**src/rtl/led_pattern_engine.sv**
```systemverilog
// led_pattern_engine: multi-mode LED pattern generator with speed prescale, pause and auto-cycling.
// Define LED_PWM_EN to add the brightness port and PWM gating of the LED outputs.
module led_pattern_engine #(
  parameter int CLK_FREQ = 50_000_000,
  parameter int STEP_HZ  = 4,
  parameter int NUM_LEDS = 8,
  parameter int PWM_BITS = 8
) (
  input  logic                clk_50mhz,
  input  logic                rst_n,
  input  logic [2:0]          mode_sel,
  input  logic                mode_load,
  input  logic                auto_cycle,
  input  logic [1:0]          speed,
  input  logic                pause,
`ifdef LED_PWM_EN
  input  logic [PWM_BITS-1:0] brightness,
`endif
  output logic [NUM_LEDS-1:0] led,
  output logic [2:0]          mode_cur,
  output logic                step_tick,
  output logic                cycle_done
);
  localparam int STEP_DIV = CLK_FREQ / STEP_HZ;
  localparam int DW = $clog2(STEP_DIV * 8);
  localparam int SW = NUM_LEDS > 5 ? NUM_LEDS : 5;
  if (NUM_LEDS < 2 || NUM_LEDS > 16 || PWM_BITS < 1) begin : g_bad
    $error("led_pattern_engine: illegal parameters");
  end
  logic [DW-1:0] div, lim;
  logic [SW-1:0] s, last, pos;
  logic [NUM_LEDS-1:0] pat, alt, ones;
  logic wrap, load_ok, done_now, gate;
  assign ones = '1;
  assign lim = DW'((STEP_DIV << speed) - 1);
  assign wrap = !pause && div >= lim;
  assign load_ok = mode_load && mode_sel <= 3'd4;
  assign last = mode_cur == 3'd0 ? SW'((1 << NUM_LEDS) - 1) :
                mode_cur == 3'd1 ? SW'(2 * NUM_LEDS - 3) :
                mode_cur == 3'd2 ? SW'(2 * NUM_LEDS - 1) : SW'(7);
  assign done_now = wrap && s == last;
  assign pos = s < SW'(NUM_LEDS) ? s : SW'(2 * NUM_LEDS - 2) - s;
  always_comb begin
    alt = '0;
    for (int i = 0; i < NUM_LEDS; i++) alt[i] = s[0] ^ ~i[0];
  end
  assign pat = mode_cur == 3'd0 ? s[NUM_LEDS-1:0] :
               mode_cur == 3'd1 ? NUM_LEDS'(1) << pos :
               mode_cur == 3'd2 ? (s <= SW'(NUM_LEDS) ? ~(ones << s) : ones << (s - SW'(NUM_LEDS))) :
               mode_cur == 3'd3 ? alt : {NUM_LEDS{s[0]}};
`ifdef LED_PWM_EN
  logic [PWM_BITS-1:0] pc;
  assign gate = pc < brightness || &brightness;
  always_ff @(posedge clk_50mhz or negedge rst_n)
    if (!rst_n) pc <= '0;
    else pc <= pc + 1'b1;
`else
  assign gate = 1'b1;
`endif
  // a valid load overrides a coincident divider wrap entirely
  always_ff @(posedge clk_50mhz or negedge rst_n)
    if (!rst_n) begin
      led <= '0;
      mode_cur <= '0;
      s <= '0;
      div <= '0;
      step_tick <= 1'b0;
      cycle_done <= 1'b0;
    end else begin
      led <= pat & {NUM_LEDS{gate}};
      step_tick <= wrap && !load_ok;
      cycle_done <= done_now && !load_ok;
      if (load_ok) begin
        mode_cur <= mode_sel;
        s <= '0;
        div <= '0;
      end else if (wrap) begin
        div <= '0;
        s <= done_now ? '0 : s + 1'b1;
        if (done_now && auto_cycle) mode_cur <= mode_cur == 3'd4 ? 3'd0 : mode_cur + 3'd1;
      end else if (!pause) div <= div + 1'b1;
    end
endmodule

```
**config.mk**
```make
export PLATFORM = sky130hd
export DESIGN_NAME = led_pattern_engine
export DESIGN_NICKNAME = d
export VERILOG_FILES = /design/src/rtl/led_pattern_engine.sv
export SDC_FILE = /design/constraint.sdc
export NUM_CORES = 1
export LEC_CHECK = 0
export CAP_MARGIN = 5
export CORE_AREA = 10 10 92 114
export DETAILED_ROUTE_END_ITERATION = 6
export DIE_AREA = 0 0 102 124
export MAX_ROUTING_LAYER = met4
export PLACE_DENSITY = 0.62
export SYNTH_ARGS = -nofsm -noshare
export SYNTH_HDL_FRONTEND = slang
export SYNTH_SLANG_ARGS = --single-unit
export TNS_END_PERCENT = 1
```
**constraint.sdc**
```tcl
create_clock -name clk_50mhz -period 4.31 [get_ports clk_50mhz]
set_input_delay 0.431 -clock clk_50mhz [delete_from_list [all_inputs] [get_ports clk_50mhz]]
set_output_delay 0.431 -clock clk_50mhz [all_outputs]
set_load 0.02 [all_outputs]
```
==> out/metrics.yaml, run 1 <==
floorplan:
  dieArea_um2: 12600
  chipHeight_um: 124
  rows: 37
  coreArea_um2: 8240
  initial_utilization: 0.439
  ios: 23
  die_w_um: 102
placed_design:
  port_buffers: 22
  post-place-ws_ns: 0.522
  postPlaceCellArea_um2: 3870
  dp_hpwl_um: 6500
  place.gp.congestion: 0.925
sta:
  fmax_mhz: 286
  maxSlewHeadroom: 0.341
  drv_slew: 0
  finClkSkew_ns: 0.0164
  period_share: 0.810
  tightest_slew_ns: 0.987
  period_needed_ns: 3.49
  setup_ws_ns: 0.819
  hold_viol: 0
  rsz0062_at_grt: "no"
  fin_tns_setup_ns: 0
  finalSetupViolCount: 0
  hold-worst-slack_ns: 0.205
detailed_routing:
  antenna_left: 0
  wl_um: 8780
  dr.pass1.iters: 4
  drc: 0
  wire_per_inst_um: 16.4
  dr.first_iter.drc_count: 127
  via_per_inst: 5.81
  num_vias: 3103
cts:
  path_clk_slew_ns: 0.11
  htreeDepth: 2
  cts_tree: "yes"
  post_cts_resized: 0
  cts_root_buf: "clkbuf_8"
  post_cts_buffers: 0
  cts_hold_buffers: 0
  cts_sinks: 48
  cts_inserted_buffers: 5
  insertion_delay_ns: 0.32
  clockBufferDepth: 2
grt:
  grt_use_total: 0.148
  grt_pass1_vias: 3001
  grt_max_degree: 49
  grt_pass1_wl_um: 14900
  grt_overflow: 0
  antenna_found_initial: 0
synthesis:
  synth_compound_area_frac: 0.183
  ys_ff_latch: 48
  synth-simple-area-share: 0.241
  synth_area_leader_cell: "dfrtp_1"
  ys_seq_area_frac: 0.332
  postSynthCellCount: 430
  yosys-top-cells-count: "nor2_1 (58), dfrtp_1 (48), ha_1 (30), a21oi_1 (24), nand2_1 (24)"
  synth_adder_area_share: 0.107
  muxShareOfSynthArea: 0.00865
  synth_top_family_by_area: "simple AND/OR/NAND/NOR gates"
  synth_top_flop_cell: "dfrtp_1"
  post_synth_num_cell_types: 67
  synthArstFlopShare: 1.00
  syn_avg_cell_area_um2: 8.41
  synth-xor-area-share: 0.0775
  synth_most_common_cell: "nor2_1"
  ys_warn_count: 0
  synth-edff-count: 0
  synth.top_cell.area_share: 0.332
  yosys-top-cells-area: "dfrtp_1 (33%), ha_1 (10%), nor2_1 (6.0%), xnor2_1 (3.9%), xor2_1 (3.9%)"
  netlist_area_um2: 3620
power:
  vdd_drop_max_v: 0.000110
  p_per_area_nw_per_um2: 241
  p_leak_nw: 1.74
worst_setup_path:
  cp-startpoint: "speed[0]"
  cp.required_ns: 4.51
  path_class: "in2reg"
  cpLargestDelayFamily: "compound AO/OA/AOI/OAI gates"
  slowest_delay_ns: 0.54
  critPathLaunchType: "input port"
  cp-end-kind: "flop"
  r2r-start: "mode_cur[0]$_DFFE_PN0P_"
  cp_slowest_cell: "clkdlybuf4s50_1"
  critical_path.most_common_cell: "ha_1"
  worstPathMaxFanout: 10
  crit_chain: "clkdlybuf4s50_1 > nor2b_1 > inv_1 > ha_1 > ha_1 > nand4_2 > nor3_2 > o21bai_1 > a211o_1 > a21oi_2 > o21ai_0 > a32o_1"
  crit_buf_inv: 2
  arrival_ns: 3.69
layout:
  area_growth_pct: 9.41
  drive_gt1_frac: 0.0572
  antenna_cells: 0
  fin_nets: 476
  final_area_um2: 3960
outcome:
  status: "finished, final reports clean"
job:
  drv_cap: 0
hold_path:
  hp-class: "in2async"
## through the flow
| stage | total power [mW] | std cells | util |
|---|---|---|---|
| final | 0.954 | 534 | 0.480 |
| after floorplan | 0.611 | 431 | - |
| after global placement | 0.683 | 526 | 0.469 |
| after global routing | 1.01 | 534 | 0.480 |
| after detailed placement | 0.685 | 526 | 0.469 |
| after CTS | 0.969 | 534 | 0.480 |
## final cells by class
cell class | count | area (um2)
Clock buffer | 5 | 68.8
Clock inverter | 3 | 22.5
Fill cell | 828 | 4280
Inverter | 20 | 75.1
Multi-Input combinational cell | 337 | 2240
Sequential cell | 48 | 1200
Tap cell | 97 | 121
Timing Repair Buffer | 24 | 230
## flip-flops by register name, indices dropped and copies added (netlist names)
register	flops
cycle_done	1
s	8
mode_cur	3
step_tick	1
led	8
div	27
## worst register-to-register path, delay by kind of cell (launching register included)
| family | cells | cell delay, ns |
|---|---|---|
| AND/OR/NAND/NOR | 3 | 1.73 |
| AO/OA/AOI/OAI | 3 | 0.59 |
| flip-flops | 1 | 0.47 |
| adder cells (fa/ha/maj) | 1 | 0.25 |
| buffers and inverters | 1 | 0.12 |
## cells by family (layout without fill, tap and decap cells)
group / count (synthesis) / in the layout
buffers and inverters: 46 / 52
AND/OR/NAND/NOR: 171 / 171
other: 1 / 2
adder cells (fa/ha/maj): 31 / 31
multiplexers: 3 / 3
XOR/XNOR: 32 / 32
flip-flops: 48 / 48
AO/OA/AOI/OAI: 98 / 98
## final timing paths
kind,end,slack (ns),cells after the start
min reg2reg,div[26]$_DFFE_PN0P_,0.58,2
max in group asynchronous,div[26]$_DFFE_PN0P_,3.67,2
max reg2reg,mode_cur[2]$_DFFE_PN0P_,1.06,8
min,div[1]$_DFFE_PN0P_,0.20,2
max,s[4]$_DFFE_PN0P_,0.82,12
min in group clk_50mhz,div[26]$_DFFE_PN0P_,0.58,2
## routing by layer
metal | part of all wire | routed length, um | up-vias | track usage
met4 | 0.021 | 183 | 0 | 0.0477
met1 | 0.44 | 3830 | 1473 | 0.172
met3 | 0.043 | 374 | 17 | 0.0255
met5 | 0 | 0 | - | -
met2 | 0.50 | 4390 | 65 | 0.253
li1 | - | - | 1548 | -
## layout by cell type, fill, tap and decap left out, types with 6 or more instances in the layout
cell type        netlist  routed
xor2_1                16      16
nor2_1                58      58
clkdlybuf4s50_1        0      21
nor3_1                 9       9
ha_1                  30      30
nand3_1               21      21
nand4_1               12      12
o21ai_0               21      21
a21oi_1               24      24
inv_1                 20      20
nand2_1               24      24
a31oi_1                6       6
and2_1                 6       6
and3_1                12      12
dfrtp_1               48      48
xnor2_1               16      16
## power breakdown
part / internal, mW / leakage, nW / switching (mW) / total, mW
Sequential: 0.472 / 0.655 / 0.0236 / 0.495
Combinational: 0.0744 / 1.04 / 0.105 / 0.180
Clock: 0.117 / 0.0485 / 0.163 / 0.280
Total: 0.662 / 1.74 / 0.292 / 0.954
No activity file was read; power rests on OpenSTA's default activity.
==> run 2: changes to the inputs <==
Settings changed: PLACE_DENSITY 0.62 to 0.64.
Clock period 4.31 ns to 2.84 ns, I/O delays scaled along.
==> out/metrics.yaml, run 2 (synthesis results as in run 1) <==
outcome:
  status: "finished, final reports clean"
placed_design:
  place.gp.congestion: 0.914  # -1.2%
  post-place-cells: 553  # +5.1%
  post-place-ws_ns: -0.536  # -1.06 ns
  dp_hpwl_um: 6860  # +5.5%
  port_buffers: 22  # unchanged
  postPlaceCellArea_um2: 4080  # +5.6%
layout:
  area_growth_pct: 17.8
  multi_input_area_um2: 2290  # +2.3%
  mostFrequentLayoutCells: "nor2_1 (58), dfrtp_1 (48), ha_1 (28), buf_4 (28)"
  post-route-util: 0.517  # +0.0369
  ff_latch_area_um2: 1200  # unchanged
  fin_nets: 504  # +5.9%
  largest_reg_flops: 27  # unchanged
  final_area_um2: 4260  # +7.7%
  instances_no_fill: 562  # +5.2%
  top_regs: "div (27), led (8), s (8)"
  layout_commonest_cell: "nor2_1"
  fill_cells: 795  # -4.0%
  drive_gt1_frac: 0.125  # +0.0675
  antenna_cells: 0  # unchanged
  largest_register: "div"
cts:
  path_clk_slew_ns: 0.09  # -0.02 ns
  cts_sinks: 48  # unchanged
  clockBufferDepth: 2  # unchanged
  insertion_delay_ns: 0.30  # -0.02 ns
  htreeDepth: 2  # unchanged
  cts_root_buf: "clkbuf_8"
  cts_inserted_buffers: 5  # unchanged
  cts_tree: "yes"
grt:
  top_usage_layer: "met2"
  grt_pass1_vias: 3198  # +6.6%
  grt_use_total: 0.154  # +0.00637
  met1_usage: 0.180  # +0.00787
  use_met3: 0.0260  # +0.000554
  grt_max_degree: 26  # -47%
  grt_overflow: 0  # unchanged
  grt_pass1_wl_um: 15500  # +3.9%
  grt_use_met2: 0.267  # +0.0137
  antenna_found_initial: 0  # unchanged
sta:
  setup_ws_ns: 0.0797  # -0.739 ns
  finalSetupViolCount: 0  # unchanged
  period_needed_ns: 2.76
  tightest_slew_ns: 0.728  # -0.258 ns
  period_share: 0.972
  drv_slew: 0  # unchanged
  finClkSkew_ns: 0.00652  # -0.00984 ns
  maxSlewHeadroom: 0.508  # +0.167
  fmax_mhz: 362
  hold_viol: 0  # unchanged
power:
  vdd_drop_max_v: 0.000230  # +110%
  p_leak_nw: 1.91  # +9.4%
  p_per_area_nw_per_um2: 371  # +54%
detailed_routing:
  via_per_inst: 5.90  # +1.5%
  num_vias: 3315  # +6.8%
  wire_per_inst_um: 16.1  # -2.0%
  drc: 0  # unchanged
  dr.pass1.iters: 4  # unchanged
  wl_um: 9060  # +3.2%
  antenna_left: 0  # unchanged
  dr.first_iter.drc_count: 219  # +72%
floorplan:
  chipHeight_um: 124  # unchanged
  coreArea_um2: 8240  # unchanged
  die_w_um: 102  # unchanged
  rows: 37  # unchanged
  initial_utilization: 0.439  # unchanged
  ios: 23  # unchanged
  dieArea_um2: 12600  # unchanged
worst_setup_path:
  critical_path.most_common_cell: "buf_4"
  slowest_delay_ns: 0.50  # -0.04 ns
  crit_chain: "dlygate4sd2_1 > or2_4 > buf_4 > inv_1 > buf_4 > ha_1 > nand4_1 > nor3_1 > a211oi_1 > a211o_1 > and2_4 > or4_1 > a32oi_1"
  cp-end-kind: "flop"
  worstPathMaxFanout: 4  # -6
  critPathLaunchType: "input port"
  cp.required_ns: 3.07  # -1.44 ns
  path_class: "in2reg"
  arrival_ns: 2.99  # -0.70 ns
  cp_slowest_cell: "or4_1"
hold_path:
  hp-class: "in2async"
job:
  drv_cap: 0  # unchanged
[run 2: cell types whose count changed in the layout (fill, tap and decap cells not counted), moves of 2 or more]
| cell | change |
|---|---|
| dlygate4sd2_1 | +2 |
| clkdlybuf4s50_1 | -2 |
| buf_4 | +26 |
| ha_4 | +2 |
| ha_1 | -2 |
[run 2: timing repair]
item / 4_1_cts / 5_1_grt
hold buffers: 1 / 0
pin swaps: 3 / 0
endpoints found under the setup margin: 35 / 1
resized for setup: 9 / 1
buffers inserted: 0 / 0
endpoints found under the hold margin: 21 / 0
[run 2: power by group]
| part | internal, mW | switching [mW] | total (mW) |
|---|---|---|---|
| combinational | 0.134 | 0.165 | 0.299 |
| clock | 0.288 | 0.240 | 0.528 |
| sequential | 0.716 | 0.0368 | 0.753 |
| total | 1.14 | 0.442 | 1.58 |
[run 2: layout make-up]
| type | count | area share |
|---|---|---|
| multi-input combinational | 337 | 0.537 |
| sequential | 48 | 0.282 |
| timing repair buffer | 52 | 0.106 |
| tap | 97 | 0.0285 |
| clock buffer | 6 | 0.0194 |
| inverter | 20 | 0.0176 |
| clock inverter | 2 | 0.00910 |
[run 2: final timing paths]
kind                                          from                       to  slack [ns]  cells past startpoint
max                                       speed[0]  mode_cur[2]$_DFFE_PN0P_        0.08                     13
min                                          rst_n       div[0]$_DFFE_PN0P_        0.49                      2
max reg2reg                mode_cur[0]$_DFFE_PN0P_  mode_cur[2]$_DFFE_PN0P_        0.24                      8
min reg2reg                     div[1]$_DFFE_PN0P_       div[1]$_DFFE_PN0P_        0.58                      2
max in group asynchronous                    rst_n         led[3]$_DFF_PN0_        1.69                      3
min in group clk_50mhz          div[1]$_DFFE_PN0P_       div[1]$_DFFE_PN0P_        0.58                      2
[run 2: routing by layer]
| metal | vias up | part of all wire |
|---|---|---|
| li1 | 1607 | - |
| met1 | 1613 | 0.42 |
| met2 | 81 | 0.52 |
| met3 | 14 | 0.045 |
| met4 | 0 | 0.015 |
| met5 | - | 0 |
[run 2: per-stage QoR]
step                      total power [mW]   TNS (ns)  hold slack [ns]
final                                 1.58          0            0.488
after global routing                  1.67  -0.000434            0.544
after CTS                             1.60          0            0.504
after detailed placement              1.06     -12.97            0.303
after global placement                1.06     -12.36            0.304
after floorplan                      0.927          0          -0.0116
[run 2: worst max-delay path: cells and delay by family]
family	cells	cell delay, ns
simple gates	5	1.28
buf+inv	4	0.61
compound gates	3	0.70
fa+ha+maj	1	0.12
==> run 3: changes to the inputs <==
--- a/config.mk
+++ b/config.mk
@@ -10,4 +10,5 @@
 export DETAILED_ROUTE_END_ITERATION = 6
 export DIE_AREA = 0 0 102 124
+export GPL_ROUTABILITY_DRIVEN = 0
 export MAX_ROUTING_LAYER = met4
 export PLACE_DENSITY = 0.64
==> constraint.sdc (replaced) <==
create_clock -name clk_50mhz -period 2.84 [get_ports clk_50mhz]
set_input_delay 0.284 -clock clk_50mhz [delete_from_list [all_inputs] [get_ports clk_50mhz]]
set_output_delay 0.284 -clock clk_50mhz [all_outputs]
set_load 0.05 [all_outputs]
==> out/metrics.yaml, run 3 (synthesis results as in run 1) <==
outcome:
  status: "finished, final reports clean"
detailed_routing:
  antenna_left: 0  # unchanged
  wl_um: 8930  # -1.4%
  dr.first_iter.drc_count: 169  # -23%
  drc: 0  # unchanged
  dr.pass1.iters: 4  # unchanged
  via_per_inst: 5.73  # -2.8%
  num_vias: 3211  # -3.1%
  wire_per_inst_um: 15.9  # -1.1%
sta:
  period_needed_ns: 2.78  # +0.0225 ns
  fmax_mhz: 359  # -0.81%
  tightest_slew_ns: 0.822  # +0.0939 ns
  hold_viol: 0  # unchanged
  period_share: 0.980  # +0.00793
  drv_slew: 0  # unchanged
  setup_ws_ns: 0.0572  # -0.0225 ns
  finClkSkew_ns: 0.00731  # +0.000791 ns
  rsz0062_at_grt: "yes"
  maxSlewHeadroom: 0.452  # -0.0557
  finalSetupViolCount: 0  # unchanged
worst_setup_path:
  critPathLaunchType: "input port"
  cp-end-kind: "flop"
  cp.required_ns: 3.06  # about the same
  arrival_ns: 3.00  # about the same
  path_class: "in2reg"
  worstPathMaxFanout: 4  # unchanged
floorplan:
  die_w_um: 102  # unchanged
  ios: 23  # unchanged
  initial_utilization: 0.439  # unchanged
  coreArea_um2: 8240  # unchanged
  rows: 37  # unchanged
  dieArea_um2: 12600  # unchanged
  chipHeight_um: 124  # unchanged
hold_path:
  hp-class: "in2async"
cts:
  clockBufferDepth: 2  # unchanged
  path_clk_slew_ns: 0.09  # about the same
  cts_inserted_buffers: 5  # unchanged
  cts_root_buf: "clkbuf_8"
  insertion_delay_ns: 0.30  # about the same
  htreeDepth: 2  # unchanged
  cts_tree: "yes"
  cts_hold_buffers: 0  # -1
  cts_sinks: 48  # unchanged
grt:
  grt_max_degree: 36  # +38%
  grt_use_total: 0.153  # -0.00155
  antenna_found_initial: 0  # unchanged
  grt_overflow: 0  # unchanged
  top_usage_layer: "met2"
  grt_use_met2: 0.267  # +0.000402
  met1_usage: 0.175  # -0.00498
  grt_pass1_wl_um: 15300  # -1.0%
  grt_pass1_vias: 3213  # +0.47%
  use_met3: 0.0249  # -0.00111
layout:
  top_regs: "div (27), led (8), s (8)"
  drive_gt1_frac: 0.117  # -0.00810
  post-route-util: 0.510  # -0.00668
  fin_nets: 502  # -0.40%
  mostFrequentLayoutCells: "nor2_1 (58), dfrtp_1 (48), ha_1 (28)"
  area_growth_pct: 16.3
  antenna_cells: 0  # unchanged
  largest_register: "div"
  layout_commonest_cell: "nor2_1"
  largest_reg_flops: 27  # unchanged
placed_design:
  port_buffers: 22  # unchanged
  dp_hpwl_um: 6830  # -0.45%
  post-place-ws_ns: -0.558  # -0.0225 ns
power:
  p_leak_nw: 1.88  # -1.3%
  vdd_drop_max_v: 0.000163  # -29%
  p_total_mw: 1.50  # -5.0%
  p_per_area_nw_per_um2: 357  # -3.7%
job:
  drv_cap: 0  # unchanged
-- run 3: stage by stage --
step / hold slack, ns / cells / setup TNS (ns) / area [um2]
final: 0.0684 / 560 / 0 / 4210
after global routing: 0.103 / 560 / -0.0488 / 4210
after CTS: 0.0846 / 560 / 0 / 4190
after detailed placement: 0.428 / 551 / -16.45 / 4070
after global placement: 0.398 / 551 / -13.51 / 4070
after floorplan: -0.0116 / 431 / 0 / 3620
-- run 3: routing by layer --
layer	up-vias	wire length, um
met4	0	67
li1	1596	-
met1	1541	3790
met2	70	4700
met5	-	0
met3	4	374
-- run 3: path summary, 6_finish.rpt --
kind                                              start                      end  slack, ns  depth (start not counted)
worst min register to register       div[1]$_DFFE_PN0P_       div[1]$_DFFE_PN0P_       0.58                          2
worst max register to register  mode_cur[0]$_DFFE_PN0P_  mode_cur[2]$_DFFE_PN0P_       0.20                          8
worst max-delay path                           speed[0]  mode_cur[2]$_DFFE_PN0P_       0.06                         13
min in group clk_50mhz               div[1]$_DFFE_PN0P_       div[1]$_DFFE_PN0P_       0.58                          2
max in group asynchronous                         rst_n         led[2]$_DFF_PN0_       2.14                          2
worst min-delay path                              rst_n       div[9]$_DFFE_PN0P_       0.07                          1
-- run 3: what timing repair did --
action | 4_1_cts | 5_1_grt
pin swaps | 3 | 0
resized for setup | 6 | 2
buffers inserted | 1 | 0
setup endpoints to repair | 36 | 6
-- run 3: where the power goes --
part	switching, mW	internal (mW)
clock	0.234	0.172
combinational	0.212	0.132
sequential	0.0361	0.716
total	0.482	1.02
-- run 3: layout make-up --
type | instances | area [um2]
multi-input cells | 337 | 2290
well taps | 97 | 121
repair buffers | 50 | 435
clock inverters | 3 | 18.8
fillers | 791 | 4030
inverters | 20 | 75.1
flip-flops and latches | 48 | 1200
clock buffers | 5 | 68.8
-- run 3: worst max-delay path: stages --
cell and delay (ns):
dlygate4sd2_1 0.26, or2_4 0.27, buf_4 0.14, inv_1 0.09, buf_4 0.11, ha_1 0.13
nand4_1 0.14, nor3_2 0.17, a211oi_1 0.09, a211o_1 0.39, and2_4 0.20, or4_1 0.50
a32oi_1 0.23
